$ cat src/rtl/reconfig_filt_pkg.sv
// rtl/reconfig_filt_pkg.sv - shared types and helpers for the reconfigurable FIR/IIR MAC filter
package reconfig_filt_pkg;

  typedef enum logic {MODE_FIR = 1'b0, MODE_IIR = 1'b1} mode_e;

  typedef enum logic [1:0] {IDLE = 2'd0, MAC = 2'd1, OUT = 2'd2} state_e;

  function automatic int acc_w(input int dw, input int cw, input int nb, input int na);
    return dw + cw + $clog2(nb + na);
  endfunction

  function automatic int addr_w(input int nb, input int na);
    return $clog2((nb > na + 1) ? nb : na + 1);
  endfunction

  // Clamp to the signed range of a dw-bit sample.
  function automatic logic signed [63:0] sat_val(input logic signed [63:0] v, input int dw);
    logic signed [63:0] hi;
    logic signed [63:0] lo;
    hi = (64'sd1 <<< (dw - 1)) - 64'sd1;
    lo = -(64'sd1 <<< (dw - 1));
    if (v > hi) return hi;
    if (v < lo) return lo;
    return v;
  endfunction

endpackage

$ cat src/rtl/reconfig_coef_bank.sv
// rtl/reconfig_coef_bank.sv - b/a coefficient registers with write decode and tap-indexed read mux
module reconfig_coef_bank #(
  parameter int COEF_W = 8,
  parameter int N_B    = 4,
  parameter int N_A    = 2,
  parameter int AW     = 2,
  parameter int TW     = 3
) (
  input  logic              i_clock,
  input  logic              i_reset,
  input  logic              i_we,
  input  logic              i_sel,
  input  logic [AW-1:0]     i_addr,
  input  logic [COEF_W-1:0] i_data,
  input  logic [TW-1:0]     i_tap,
  output logic [COEF_W-1:0] o_coef
);

  logic [COEF_W-1:0] r_b [N_B];
  logic [COEF_W-1:0] r_a [N_A];

  // r_a[k] holds a(k+1); a0 and addresses past either bank never match.
  always_ff @(posedge i_clock) begin
    if (i_reset) begin
      for (int k = 0; k < N_B; k++) r_b[k] <= (k == 0) ? COEF_W'(1) : '0;
      for (int k = 0; k < N_A; k++) r_a[k] <= '0;
    end else if (i_we) begin
      for (int k = 0; k < N_B; k++)
        if (!i_sel && int'(i_addr) == k) r_b[k] <= i_data;
      for (int k = 0; k < N_A; k++)
        if (i_sel && int'(i_addr) == k + 1) r_a[k] <= i_data;
    end
  end

  always_comb begin
    o_coef = '0;
    for (int k = 0; k < N_B; k++)
      if (int'(i_tap) == k) o_coef = r_b[k];
    for (int k = 0; k < N_A; k++)
      if (int'(i_tap) == N_B + k) o_coef = r_a[k];
  end

endmodule

$ cat src/rtl/reconfig_fir_iir_mac.sv
// rtl/reconfig_fir_iir_mac.sv - direct-form-I FIR/IIR filter with a shared FSM-sequenced MAC
module reconfig_fir_iir_mac
  import reconfig_filt_pkg::*;
#(
  parameter int DATA_W = 8,
  parameter int COEF_W = 8,
  parameter int N_B    = 4,
  parameter int N_A    = 2,
  parameter int SHIFT  = 0
) (
  input  logic                        i_clock,
  input  logic                        i_reset,
  input  logic                        i_mode,
  input  logic                        i_coef_we,
  input  logic                        i_coef_sel,
  input  logic [addr_w(N_B,N_A)-1:0]  i_coef_addr,
  input  logic [COEF_W-1:0]           i_coef_data,
  input  logic                        i_in_valid,
  output logic                        o_in_ready,
  input  logic [DATA_W-1:0]           i_in_data,
  output logic                        o_out_valid,
  input  logic                        i_out_ready,
  output logic [DATA_W-1:0]           o_out_data,
  output logic                        o_sat_flag
);

  localparam int ACC_W = acc_w(DATA_W, COEF_W, N_B, N_A);
  localparam int TW    = $clog2(N_B + N_A);
  localparam int PW    = DATA_W + COEF_W;

  state_e                   r_state;
  mode_e                    r_mode;
  logic [TW-1:0]            r_tap;
  logic signed [DATA_W-1:0] r_x [N_B];
  logic signed [DATA_W-1:0] r_y [N_A];
  logic signed [ACC_W-1:0]  r_acc;

  logic [COEF_W-1:0]        w_coef;
  logic signed [DATA_W-1:0] w_sample;
  logic signed [PW-1:0]     w_prod;
  logic signed [ACC_W-1:0]  w_acc_next;
  logic signed [63:0]       w_shifted;
  logic signed [63:0]       w_sat;
  logic                     w_is_b;
  logic                     w_last;
  logic                     w_accept;

  reconfig_coef_bank #(
    .COEF_W(COEF_W), .N_B(N_B), .N_A(N_A), .AW(addr_w(N_B, N_A)), .TW(TW)
  ) u_coef_bank (
    .i_clock (i_clock),
    .i_reset (i_reset),
    .i_we    (i_coef_we && r_state == IDLE),
    .i_sel   (i_coef_sel),
    .i_addr  (i_coef_addr),
    .i_data  (i_coef_data),
    .i_tap   (r_tap),
    .o_coef  (w_coef)
  );

  // A coefficient write in IDLE takes priority over a pending sample.
  assign o_in_ready  = (r_state == IDLE) && !i_coef_we;
  assign o_out_valid = (r_state == OUT);
  assign w_accept    = o_in_ready && i_in_valid;

  // Taps 0..N_B-1 read x history, the remaining taps read y history.
  always_comb begin
    w_sample = '0;
    for (int k = 0; k < N_B; k++)
      if (int'(r_tap) == k) w_sample = r_x[k];
    for (int k = 0; k < N_A; k++)
      if (int'(r_tap) == N_B + k) w_sample = r_y[k];
  end

  assign w_is_b     = int'(r_tap) < N_B;
  assign w_prod     = $signed(w_coef) * w_sample;
  assign w_acc_next = w_is_b ? r_acc + ACC_W'(w_prod) : r_acc - ACC_W'(w_prod);
  assign w_last     = int'(r_tap) == ((r_mode == MODE_IIR) ? N_B + N_A - 1 : N_B - 1);
  assign w_shifted  = 64'(w_acc_next >>> SHIFT);
  assign w_sat      = sat_val(w_shifted, DATA_W);

  always_ff @(posedge i_clock) begin
    if (i_reset) begin
      r_state    <= IDLE;
      r_mode     <= MODE_FIR;
      r_tap      <= '0;
      r_acc      <= '0;
      o_out_data <= '0;
      o_sat_flag <= 1'b0;
      for (int k = 0; k < N_B; k++) r_x[k] <= '0;
      for (int k = 0; k < N_A; k++) r_y[k] <= '0;
    end else begin
      case (r_state)
        IDLE: if (w_accept) begin
          r_x[0] <= i_in_data;
          for (int k = 1; k < N_B; k++) r_x[k] <= r_x[k-1];
          r_mode <= mode_e'(i_mode);
          if (mode_e'(i_mode) != r_mode)
            for (int k = 0; k < N_A; k++) r_y[k] <= '0;
          r_tap   <= '0;
          r_acc   <= '0;
          r_state <= MAC;
        end
        MAC: begin
          r_acc <= w_acc_next;
          r_tap <= r_tap + TW'(1);
          if (w_last) begin
            o_out_data <= w_sat[DATA_W-1:0];
            o_sat_flag <= (w_sat != w_shifted);
            // Feedback uses the clipped output so the loop stays bounded.
            if (r_mode == MODE_IIR) begin
              r_y[0] <= w_sat[DATA_W-1:0];
              for (int k = 1; k < N_A; k++) r_y[k] <= r_y[k-1];
            end
            r_state <= OUT;
          end
        end
        OUT: if (i_out_ready) r_state <= IDLE;
        default: r_state <= IDLE;
      endcase
    end
  end

endmodule

$ cat config.mk
export PLATFORM = sky130hd
export DESIGN_NAME = reconfig_fir_iir_mac
export DESIGN_NICKNAME = d
export VERILOG_FILES = /design/src/rtl/reconfig_filt_pkg.sv /design/src/rtl/reconfig_coef_bank.sv /design/src/rtl/reconfig_fir_iir_mac.sv
export SDC_FILE = /design/constraint.sdc
export NUM_CORES = 1
export LEC_CHECK = 0
export BUFFER_PORTS_ARGS = -buffer_cell sky130_fd_sc_hd__buf_2
export CAP_MARGIN = 20
export CORE_ASPECT_RATIO = 1.25
export CORE_UTILIZATION = 55
export CTS_CLUSTER_DIAMETER = 120
export DETAILED_ROUTE_END_ITERATION = 12
export PLACE_DENSITY = 0.72
export SLEW_MARGIN = 5
export SYNTH_ARGS = -nofsm -noshare
export SYNTH_HDL_FRONTEND = slang
export SYNTH_SLANG_ARGS = --single-unit
$ cat constraint.sdc
create_clock -name i_clock -period 16.5 [get_ports i_clock]
set_input_delay 2.475 -clock i_clock [delete_from_list [all_inputs] [get_ports i_clock]]
set_output_delay 2.475 -clock i_clock [all_outputs]
set_load 0.005 [all_outputs]
==> impl_metrics.env, run 1 <==
export IMPL_gp_congestion=0.906
export IMPL_viasPerCell=5.76
export IMPL_route_detailed_drc=0
export IMPL_p_leak_uw=0.00458
export IMPL_cts_sinks=130
export IMPL_h_tree_depth=4
export IMPL_cts_max_path_buffers=2
export IMPL_cts_tree="done"
export IMPL_cp_common_cell="inv_1"
export IMPL_clk_latency_ps=430
export IMPL_p_per_area_mw_per_mm2=161
export IMPL_placed_cells=1277
export IMPL_seqPwrFrac_pct=22.2
export IMPL_ys_flop_type="edfxtp_1"
export IMPL_arrival_ps=11200
export IMPL_comb_power_share_pct=55.1
export IMPL_clock_root_buffer="clkbuf_16"
export IMPL_synth_edf_count=96
export IMPL_slowest_delay_ps=910
export IMPL_wl_per_cell_um=16.7
export IMPL_core_area_mm2=0.0176
export IMPL_ir_worst_vdd_mv=0.0926
export IMPL_slew_viol_final=0
export IMPL_start_kind="flop"
export IMPL_dieHeight_um=152
export IMPL_synth_area_top_cells="edfxtp_1, fa_1, dfxtp_1"
export IMPL_cts_resized=0
export IMPL_cts_hold_buf=0
export IMPL_nFillCells=1511
export IMPL_wl_um=21900
export IMPL_multi_input_area_mm2=0.00584
export IMPL_hpwl_um=16400
export IMPL_antenna_left=0
export IMPL_endpoint_kind="flop"
export IMPL_first_iter_violations=486
export IMPL_register_area_mm2=0.00356
export IMPL_tightestPinTransition_ps=1040
export IMPL_tns_ps=0
export IMPL_synth_seq_cells=130
export IMPL_p_switching_uw=765
export IMPL_synth_async_sr_flop_share_pct=0
export IMPL_synth_cells=1052
export IMPL_yosysTopAreaCellShare_pct=29.0
export IMPL_ys_types=74
export IMPL_grt_start_max_net_pins=48
export IMPL_min_path_type="reg -> reg"
export IMPL_avgSynthCellArea_um2=9.46
export IMPL_skew_ps=19.7
export IMPL_num_rows=54
export IMPL_clock_fmax_ghz=0.0912
export IMPL_timing_final_crit_share_pct=66.4
export IMPL_utilization_pct=62.1
export IMPL_rsz0062_at_grt="false"
export IMPL_vias=7540
export IMPL_slowest_stage="nor2b_1"
export IMPL_grt_overflow=0
export IMPL_die_area_mm2=0.0186
export IMPL_synth_top_cell_by_area="edfxtp_1"
export IMPL_status="finished, final reports clean"
export IMPL_crit_type="reg -> reg"
export IMPL_clkTransAtPathRegs_ps=60
export IMPL_dp_slack_ps=5590
export IMPL_relSlewSlack_pct=30.6
export IMPL_crit_required_ps=16740
export IMPL_hold_viol=0
export IMPL_mostFrequentLayoutCells="nor2_1, inv_1, edfxtp_1"
export IMPL_grt_pass1_vias=7510
export IMPL_drive_gt1_share_pct=10.7
export IMPL_n_antenna_cell=0
export IMPL_syn_to_final_growth_pct=9.65
export IMPL_worstSetupStartpoint="r_tap[2]"
export IMPL_firstDrtPassIters=6
export IMPL_syn_area_mm2=0.00995
export IMPL_numCtsBuffers=17
export IMPL_swShare_pct=43.6
export IMPL_drv_cap=0
export IMPL_hp_start="o_out_data[7]"
export IMPL_grt_total_usage_pct=24.8
export IMPL_synth_seq_area_share_pct=35.8
export IMPL_io_buffers=35
export IMPL_rr_startpoint="r_tap[2]"
export IMPL_setup_slack_ps=5540
export IMPL_grt_pass1_wl_um=36500
export IMPL_ios=36
export IMPL_antenna_found_initial=0
export IMPL_fin_cells=1310
export IMPL_fp_dieW_um=122
export IMPL_p_int_uw=989
export IMPL_crit_path_max_fanout=33
export IMPL_synth_net_count=1187
export IMPL_setup_viol=0
export IMPL_fin_crit_ps=10960
export IMPL_initial_core_util_pct=56.6
export IMPL_cts_setup_buffers=0
export IMPL_p_clk_share_pct=22.8
export IMPL_final_common_cell="nor2_1"
export IMPL_final_nets=1208
export IMPL_yosys_warnings=0
## sequential cells by signal (all words and copies together) (netlist names)
signal           count
r_x                 32
u_coef_bank.r_b     32
r_acc               19
r_y                 16
u_coef_bank.r_a     16
o_out_data           8
r_tap                3
r_state              2
o_sat_flag           1
r_mode               1
## stage by stage
| step | hold WS (ps) | power (uW) | area [um2] |
|---|---|---|---|
| 3_3_place_gp | 443 | 1340 | 10300 |
| 3_5_place_dp | 448 | 1360 | 10300 |
| 6_report | 461 | 1750 | 10900 |
| 2_1_floorplan | 452 | 1180 | 9950 |
| 5_1_grt | 510 | 1880 | 10900 |
| 4_1_cts | 464 | 1760 | 10900 |
## area by class of cell
class	instances	share of cell area [%]
clock buffer	17	3.90
clock inverter	15	1.73
inverter	97	3.34
multi-input combinational	783	53.6
sequential	130	32.7
tap	224	2.57
timing repair buffer	44	2.23
## power groups by stage
stage	Combinational (uW)	Clock (uW)	Sequential [uW]
after detailed placement	961	0	395
final	966	400	389
after global placement	949	0	394
after CTS	966	404	388
after floorplan	790	0	391
after global routing	1080	416	391
## worst max-delay path: cells and delay by family (launching register included)
family	cells	cell delay (ps)
and+or+nand+nor	8	2250
AOI/OAI and AO/OA	10	2570
buffers and inverters	6	1060
DFF	1	310
adders and majority gates	8	3970
xor gates and xnor gates	3	610
## synth_stat cells, types with 6 or more instances
cell and count:
o21ai_1 12, nand3b_1 16, nand3_1 17, nand2_1 77, clkbuf_1 32, dfxtp_1 34
a21oi_1 80, o21a_1 6, nor2b_1 19, and2_1 81, or3_1 12, xor2_1 14
a222oi_1 14, inv_1 97, a21o_1 11, edfxtp_1 96, fa_1 56, or2_2 18
and3_1 8, nor3_1 10, ha_1 54, nand2b_1 17, a22oi_1 6, a31oi_1 10
xnor2_1 25, o21ai_0 33, nor2_1 103
## per-layer routing
| layer | up-vias | share of wire [%] | GRT usage [%] |
|---|---|---|---|
| met2 | 157 | 52 | 43.9 |
| met4 | 0 | 2.6 | 9.12 |
| met5 | - | 0 | 0 |
| met1 | 3637 | 43 | 30.1 |
| li1 | 3710 | - | - |
| met3 | 36 | 2.5 | 3.52 |
## path summary, 6_finish.rpt
check | endpoint | slack, ps | depth (start not counted)
setup / recovery | r_y[0][5] | 5540 | 35
hold / removal | o_out_data[7] | 460 | 2
setup reg to reg | r_y[0][5] | 5540 | 35
hold reg to reg | o_out_data[7] | 460 | 2
## cells by family (layout without fill, tap and decap cells)
| logic type | after synthesis | in the layout | synth area share [%] |
|---|---|---|---|
| simple gates | 402 | 402 | 21.1 |
| compound gates | 226 | 226 | 15.3 |
| buf+inv | 139 | 173 | 5.47 |
| flops | 130 | 130 | 35.8 |
| fa+ha+maj | 110 | 110 | 18.1 |
| xor+xnor | 41 | 41 | 3.82 |
| mux | 4 | 4 | 0.402 |
Note: power is estimated with default switching activity, not from simulation.
==> inputs of run 2 (changes only) <==
--- a/config.mk
+++ b/config.mk
@@ -11,7 +11,7 @@
 export CORE_UTILIZATION = 55
 export CTS_CLUSTER_DIAMETER = 120
 export DETAILED_ROUTE_END_ITERATION = 12
-export PLACE_DENSITY = 0.72
+export PLACE_DENSITY = 0.75
 export SLEW_MARGIN = 5
 export SYNTH_ARGS = -nofsm -noshare
 export SYNTH_HDL_FRONTEND = slang
==> constraint.sdc (replaced) <==
create_clock -name i_clock -period 10 [get_ports i_clock]
set_input_delay 1.5 -clock i_clock [delete_from_list [all_inputs] [get_ports i_clock]]
set_output_delay 1.5 -clock i_clock [all_outputs]
set_load 0.005 [all_outputs]
==> run 2 against run 1 <==
  * Combinational power up 74%
  * Utilization up 1.0 points
  * Clock power up 51%
  * Die area unchanged
  * Via count up 0.38%
  * Sequential share of layout area down 0.52 points
  * Critical path type unchanged
==> impl_metrics.env, run 2 (synthesis gave the netlist of run 1 again) <==
export IMPL_status="finished, final reports clean"
export IMPL_antenna_left=0
export IMPL_p_int_uw=1610
export IMPL_swShare_pct=44.8
export IMPL_hold_viol=0
export IMPL_p_switching_uw=1310
export IMPL_crit_type="reg -> reg"
export IMPL_cts_max_path_buffers=2
export IMPL_cts_sinks=130
export IMPL_n_antenna_cell=0
export IMPL_io_buffers=35
export IMPL_cpLargestDelayFamily="adder cells"
export IMPL_wl_um=22100
export IMPL_use_met1_pct=30.2
export IMPL_wl_per_cell_um=16.6
export IMPL_p_leak_uw=0.00467
export IMPL_num_rows=54
export IMPL_crit_required_ps=10260
export IMPL_rsz0062_at_grt="false"
export IMPL_clock_root_buffer="clkbuf_16"
export IMPL_final_nets=1228
export IMPL_dieHeight_um=152
export IMPL_fin_cells=1330
export IMPL_endpoint_kind="flop"
export IMPL_comb_power_share_pct=57.4
export IMPL_crit_path_max_fanout=24
export IMPL_firstDrtPassIters=6
export IMPL_route_detailed_drc=0
export IMPL_cts_tree="done"
export IMPL_core_area_mm2=0.0176
export IMPL_clkTransAtPathRegs_ps=70
export IMPL_slew_viol_final=0
export IMPL_tns_ps=0
export IMPL_mostFrequentLayoutCells="nor2_1, inv_1, edfxtp_1"
export IMPL_drv_cap=0
export IMPL_start_kind="flop"
export IMPL_grt_use_met3_pct=3.71
export IMPL_drive_gt1_share_pct=13.6
export IMPL_grt_start_max_net_pins=48
export IMPL_antenna_found_initial=0
export IMPL_numCtsBuffers=17
export IMPL_ios=36
export IMPL_syn_to_final_growth_pct=11.4
export IMPL_grt_overflow=0
export IMPL_setup_slack_ps=479
export IMPL_top_regs="r_x x32, u_coef_bank.r_b x32, r_acc x19"
export IMPL_timing_final_crit_share_pct=95.2
export IMPL_grt_pass1_wl_um=36400
export IMPL_arrival_ps=9780
export IMPL_grt_pass1_vias=7518
export IMPL_final_common_cell="nor2_1"
export IMPL_grtUsageMet2_pct=44.2
export IMPL_die_area_mm2=0.0186
export IMPL_seqPwrFrac_pct=21.9
export IMPL_skew_ps=30.1
export IMPL_ir_worst_vdd_mv=0.143
export IMPL_h_tree_depth=4
export IMPL_initial_core_util_pct=56.6
export IMPL_r2r_cells=39
export IMPL_fin_crit_ps=9520
export IMPL_cp_depth=39
export IMPL_setup_viol=0
export IMPL_clock_fmax_ghz=0.105
export IMPL_hold_depth=2
export IMPL_p_clk_share_pct=20.7
export IMPL_tightestPinTransition_ps=972
export IMPL_crit_buf_inv=6
export IMPL_viasPerCell=5.69
export IMPL_dp_slack_ps=227
export IMPL_min_path_type="reg -> reg"
export IMPL_relSlewSlack_pct=35.2
export IMPL_vias=7569
export IMPL_slowest_delay_ps=560
export IMPL_grt_total_usage_pct=24.9
export IMPL_busiest_layer="met2"
export IMPL_gp_congestion=0.910
export IMPL_total_power_uw=2920
export IMPL_fp_dieW_um=122
export IMPL_clk_latency_ps=440
export IMPL_utilization_pct=63.1
export IMPL_hpwl_um=16600
export IMPL_cp_common_cell="inv_1"
export IMPL_first_iter_violations=476
export IMPL_p_per_area_mw_per_mm2=264
export IMPL_placed_cells=1297
export IMPL_slowest_stage="fa_1"
run 2: cell types whose count changed in the layout (fill, tap and decap cells not counted), moves of 3 or more:
cell,before,now
o21ai_2,2,7
xnor2_2,1,4
xnor2_1,25,22
buf_4,9,29
o21ai_1,12,8
run 2: layer usage:
metal / wire (um) / share of wire, % / vias up
met4: 502 / 2.3 / 0
li1: - / - / 3759
met5: 0 / 0 / -
met2: 11700 / 53 / 136
met3: 542 / 2.5 / 33
met1: 9380 / 42 / 3641
run 2: path summary, 6_finish.rpt:
check	endpoint	slack, ps	startpoint
min	o_out_data[7]	460	o_out_data[7]
max	o_sat_flag	480	r_tap[1]
min reg2reg	o_out_data[7]	460	o_out_data[7]
max reg2reg	o_sat_flag	480	r_tap[1]
run 2: repair_timing:
| action | in CTS | in global routing |
|---|---|---|
| setup endpoints to repair | 0 | 17 |
| buffers inserted | 0 | 1 |
| hold buffers | 0 | 0 |
| resized for setup | 0 | 16 |
run 2: layout make-up:
cell class	count	area, um2
Multi-Input combinational cell	783	5910
Sequential cell	130	3560
Inverter	97	364
Tap cell	224	280
Timing Repair Buffer	64	393
Clock inverter	15	144
Clock buffer	17	425
Fill cell	1445	6480
run 2: power by group through the flow:
stage	Sequential [uW]	Combinational, uW	Clock [uW]
2_1_floorplan	644	1300	0
3_3_place_gp	650	1590	0
3_5_place_dp	651	1620	0
4_1_cts	640	1630	614
5_1_grt	646	1840	636
6_report	641	1680	605
run 2: through the flow:
step	hold slack, ps	cell area (um2)
after detailed placement	447	10400
after CTS	458	11000
after global routing	500	11100
after floorplan	452	9950
after global placement	442	10400
final	455	11100
run 2: worst reg2reg max path: cells and delay by family (launching register included):
kind / cells / cell delay [ps]
and+or+nand+nor: 7 / 1720
buffers and inverters: 6 / 590
xor gates and xnor gates: 3 / 520
adders and majority gates: 8 / 3320
DFF: 1 / 380
AOI/OAI and AO/OA: 15 / 2800
==> inputs of run 3 (changes only) <==
--- a/config.mk
+++ b/config.mk
@@ -7,11 +7,13 @@
 export LEC_CHECK = 0
 export BUFFER_PORTS_ARGS = -buffer_cell sky130_fd_sc_hd__buf_2
 export CAP_MARGIN = 20
+export CELL_PAD_IN_SITES_DETAIL_PLACEMENT = 2
+export CELL_PAD_IN_SITES_GLOBAL_PLACEMENT = 2
 export CORE_ASPECT_RATIO = 1.25
-export CORE_UTILIZATION = 55
+export CORE_UTILIZATION = 37
 export CTS_CLUSTER_DIAMETER = 120
 export DETAILED_ROUTE_END_ITERATION = 12
-export PLACE_DENSITY = 0.75
+export PLACE_DENSITY_LB_ADDON = 0.1
 export SLEW_MARGIN = 5
 export SYNTH_ARGS = -nofsm -noshare
 export SYNTH_HDL_FRONTEND = slang
==> constraint.sdc (replaced) <==
create_clock -name i_clock -period 10 [get_ports i_clock]
set_input_delay 0.5 -clock i_clock [delete_from_list [all_inputs] [get_ports i_clock]]
set_output_delay 0.5 -clock i_clock [all_outputs]
set_load 0.005 [all_outputs]
==> run 3 against run 2 <==
  * Flip-flop and latch count stayed put
  * First-iteration DRC count is 30% lower
  * Clock skew is 19 ps lower
  * Die area is 48% higher
  * Utilization is 20 points lower
  * Routed wire length is 37% higher
  * Final cell count is 9.6% higher
  * Critical path type unchanged
  * Largest power group unchanged
==> impl_metrics.env, run 3 (synthesis gave the netlist of run 1 again) <==
export IMPL_placed_area_mm2=0.0107
export IMPL_cts_max_path_buffers=2
export IMPL_fin_area_mm2=0.0113
export IMPL_grt_pass1_vias=8953
export IMPL_cts_tree="done"
export IMPL_hpwl_um=23300
export IMPL_slowest_delay_ps=570
export IMPL_grt_start_max_net_pins=48
export IMPL_crit_type="reg -> reg"
export IMPL_fin_crit_ps=9430
export IMPL_grt_overflow=0
export IMPL_placed_cells=1427
export IMPL_antenna_found_initial=0
export IMPL_p_leak_uw=0.00471
export IMPL_initial_core_util_pct=37.9
export IMPL_h_tree_depth=4
export IMPL_n_antenna_cell=0
export IMPL_nFillCells=2924
export IMPL_firstDrtPassIters=7
export IMPL_fin_cells=1458
export IMPL_start_kind="flop"
export IMPL_tns_ps=0
export IMPL_slew_viol_final=0
export IMPL_clock_root_buffer="clkbuf_16"
export IMPL_drv_cap=0
export IMPL_endpoint_kind="flop"
export IMPL_viasPerCell=5.45
export IMPL_io_buffers=35
export IMPL_status="finished, final reports clean"
export IMPL_num_rows=66
export IMPL_wl_um=30300
export IMPL_clk_latency_ps=430
export IMPL_vias=7947
export IMPL_core_area_mm2=0.0263
export IMPL_ios=36
export IMPL_gp_congestion=0.800
export IMPL_cpLargestDelayFamily="adder cells"
export IMPL_drive_gt1_share_pct=15.1
export IMPL_setup_viol=0
export IMPL_ir_worst_vdd_mv=0.190
export IMPL_clkTransAtPathRegs_ps=60
export IMPL_antenna_left=0
export IMPL_timing_final_crit_share_pct=94.3
export IMPL_dieHeight_um=185
export IMPL_crit_buf_inv=6
export IMPL_fp_dieW_um=149
export IMPL_grt_pass1_wl_um=49100
export IMPL_skew_ps=11.5
export IMPL_route_detailed_drc=0
export IMPL_slowest_stage="fa_1"
export IMPL_top_regs="r_x x32, u_coef_bank.r_b x32, r_acc x19"
export IMPL_wl_per_cell_um=20.8
export IMPL_cts_sinks=130
export IMPL_p_per_area_mw_per_mm2=268
export IMPL_hold_viol=0
export IMPL_first_iter_violations=333
export IMPL_final_common_cell="nor2_1"
export IMPL_die_area_mm2=0.0276
export IMPL_final_nets=1241
export IMPL_mostFrequentLayoutCells="nor2_1, inv_1, edfxtp_1"
export IMPL_grt_total_usage_pct=23.4
export IMPL_syn_to_final_growth_pct=13.8
export IMPL_tightestPinTransition_ps=1030
export IMPL_min_path_type="in -> reg"
export IMPL_numCtsBuffers=17
export IMPL_arrival_ps=9720
export IMPL_crit_required_ps=10290
export IMPL_relSlewSlack_pct=31.5
export IMPL_crit_path_max_fanout=19
export IMPL_clock_fmax_ghz=0.106
==> run 3: cell types whose count changed in the layout (fill, tap and decap cells not counted), moves of 3 or more <==
| cell | change |
|---|---|
| buf_4 | +11 |
| clkinv_2 | +3 |
| inv_8 | -5 |
| o21ai_2 | +3 |
==> run 3: per-layer routing <==
layer	track usage [%]	vias up	share of wire, %
met3	2.91	30	1.5
li1	-	3769	-
met4	5.81	0	1.4
met5	0	-	0
met2	44.3	74	55
met1	27.7	4074	42
==> run 3: final timing paths <==
path / endpoint / slack [ps] / start / cells past startpoint
min reg2reg: o_out_data[7] / 460 / o_out_data[7] / 2
min: r_state[1] / 320 / i_out_ready / 3
max reg2reg: o_sat_flag / 570 / r_tap[1] / 39
max: o_sat_flag / 570 / r_tap[1] / 39
==> run 3: what timing repair did <==
action	in CTS	in global routing
setup buffers	0	0
hold buffers	0	0
pin swaps	0	1
setup endpoints to repair	5	17
gates resized for setup	1	30
==> run 3: cell type report <==
cell class	count	area [um2]	area share, %
sequential	130	3570	31.5
multi-input combinational	783	5950	52.6
clock inverter	13	88.8	0.785
tap	340	425	3.76
clock buffer	18	429	3.79
timing repair buffer	77	498	4.40
inverter	97	364	3.22
==> run 3: power by group <==
| group | switching [uW] | internal [uW] | total (uW) | leakage, uW |
|---|---|---|---|---|
| sequential | 24.9 | 620 | 645 | 0.00128 |
| combinational | 1100 | 728 | 1830 | 0.00318 |
| clock | 249 | 314 | 563 | 0.000246 |
==> run 3: tightest hold or removal path: cells and delay by family <==
kind	cells	cell delay, ps
buffers and inverters	1	70
AOI/OAI and AO/OA	1	50
and+or+nand+nor	1	80
==> run 3: metrics by stage <==
step / hold WS (ps) / setup WS (ps) / total power (uW) / utilization, %
after global routing: 323 / -24.7 / 3270 / 43.1
after floorplan: 452 / 619 / 1950 / -
final: 324 / 571 / 3040 / 43.1
after detailed placement: 455 / 35.3 / 2450 / 40.7
after CTS: 308 / 91.3 / 3040 / 42.7
after global placement: 446 / 271 / 2420 / 40.7
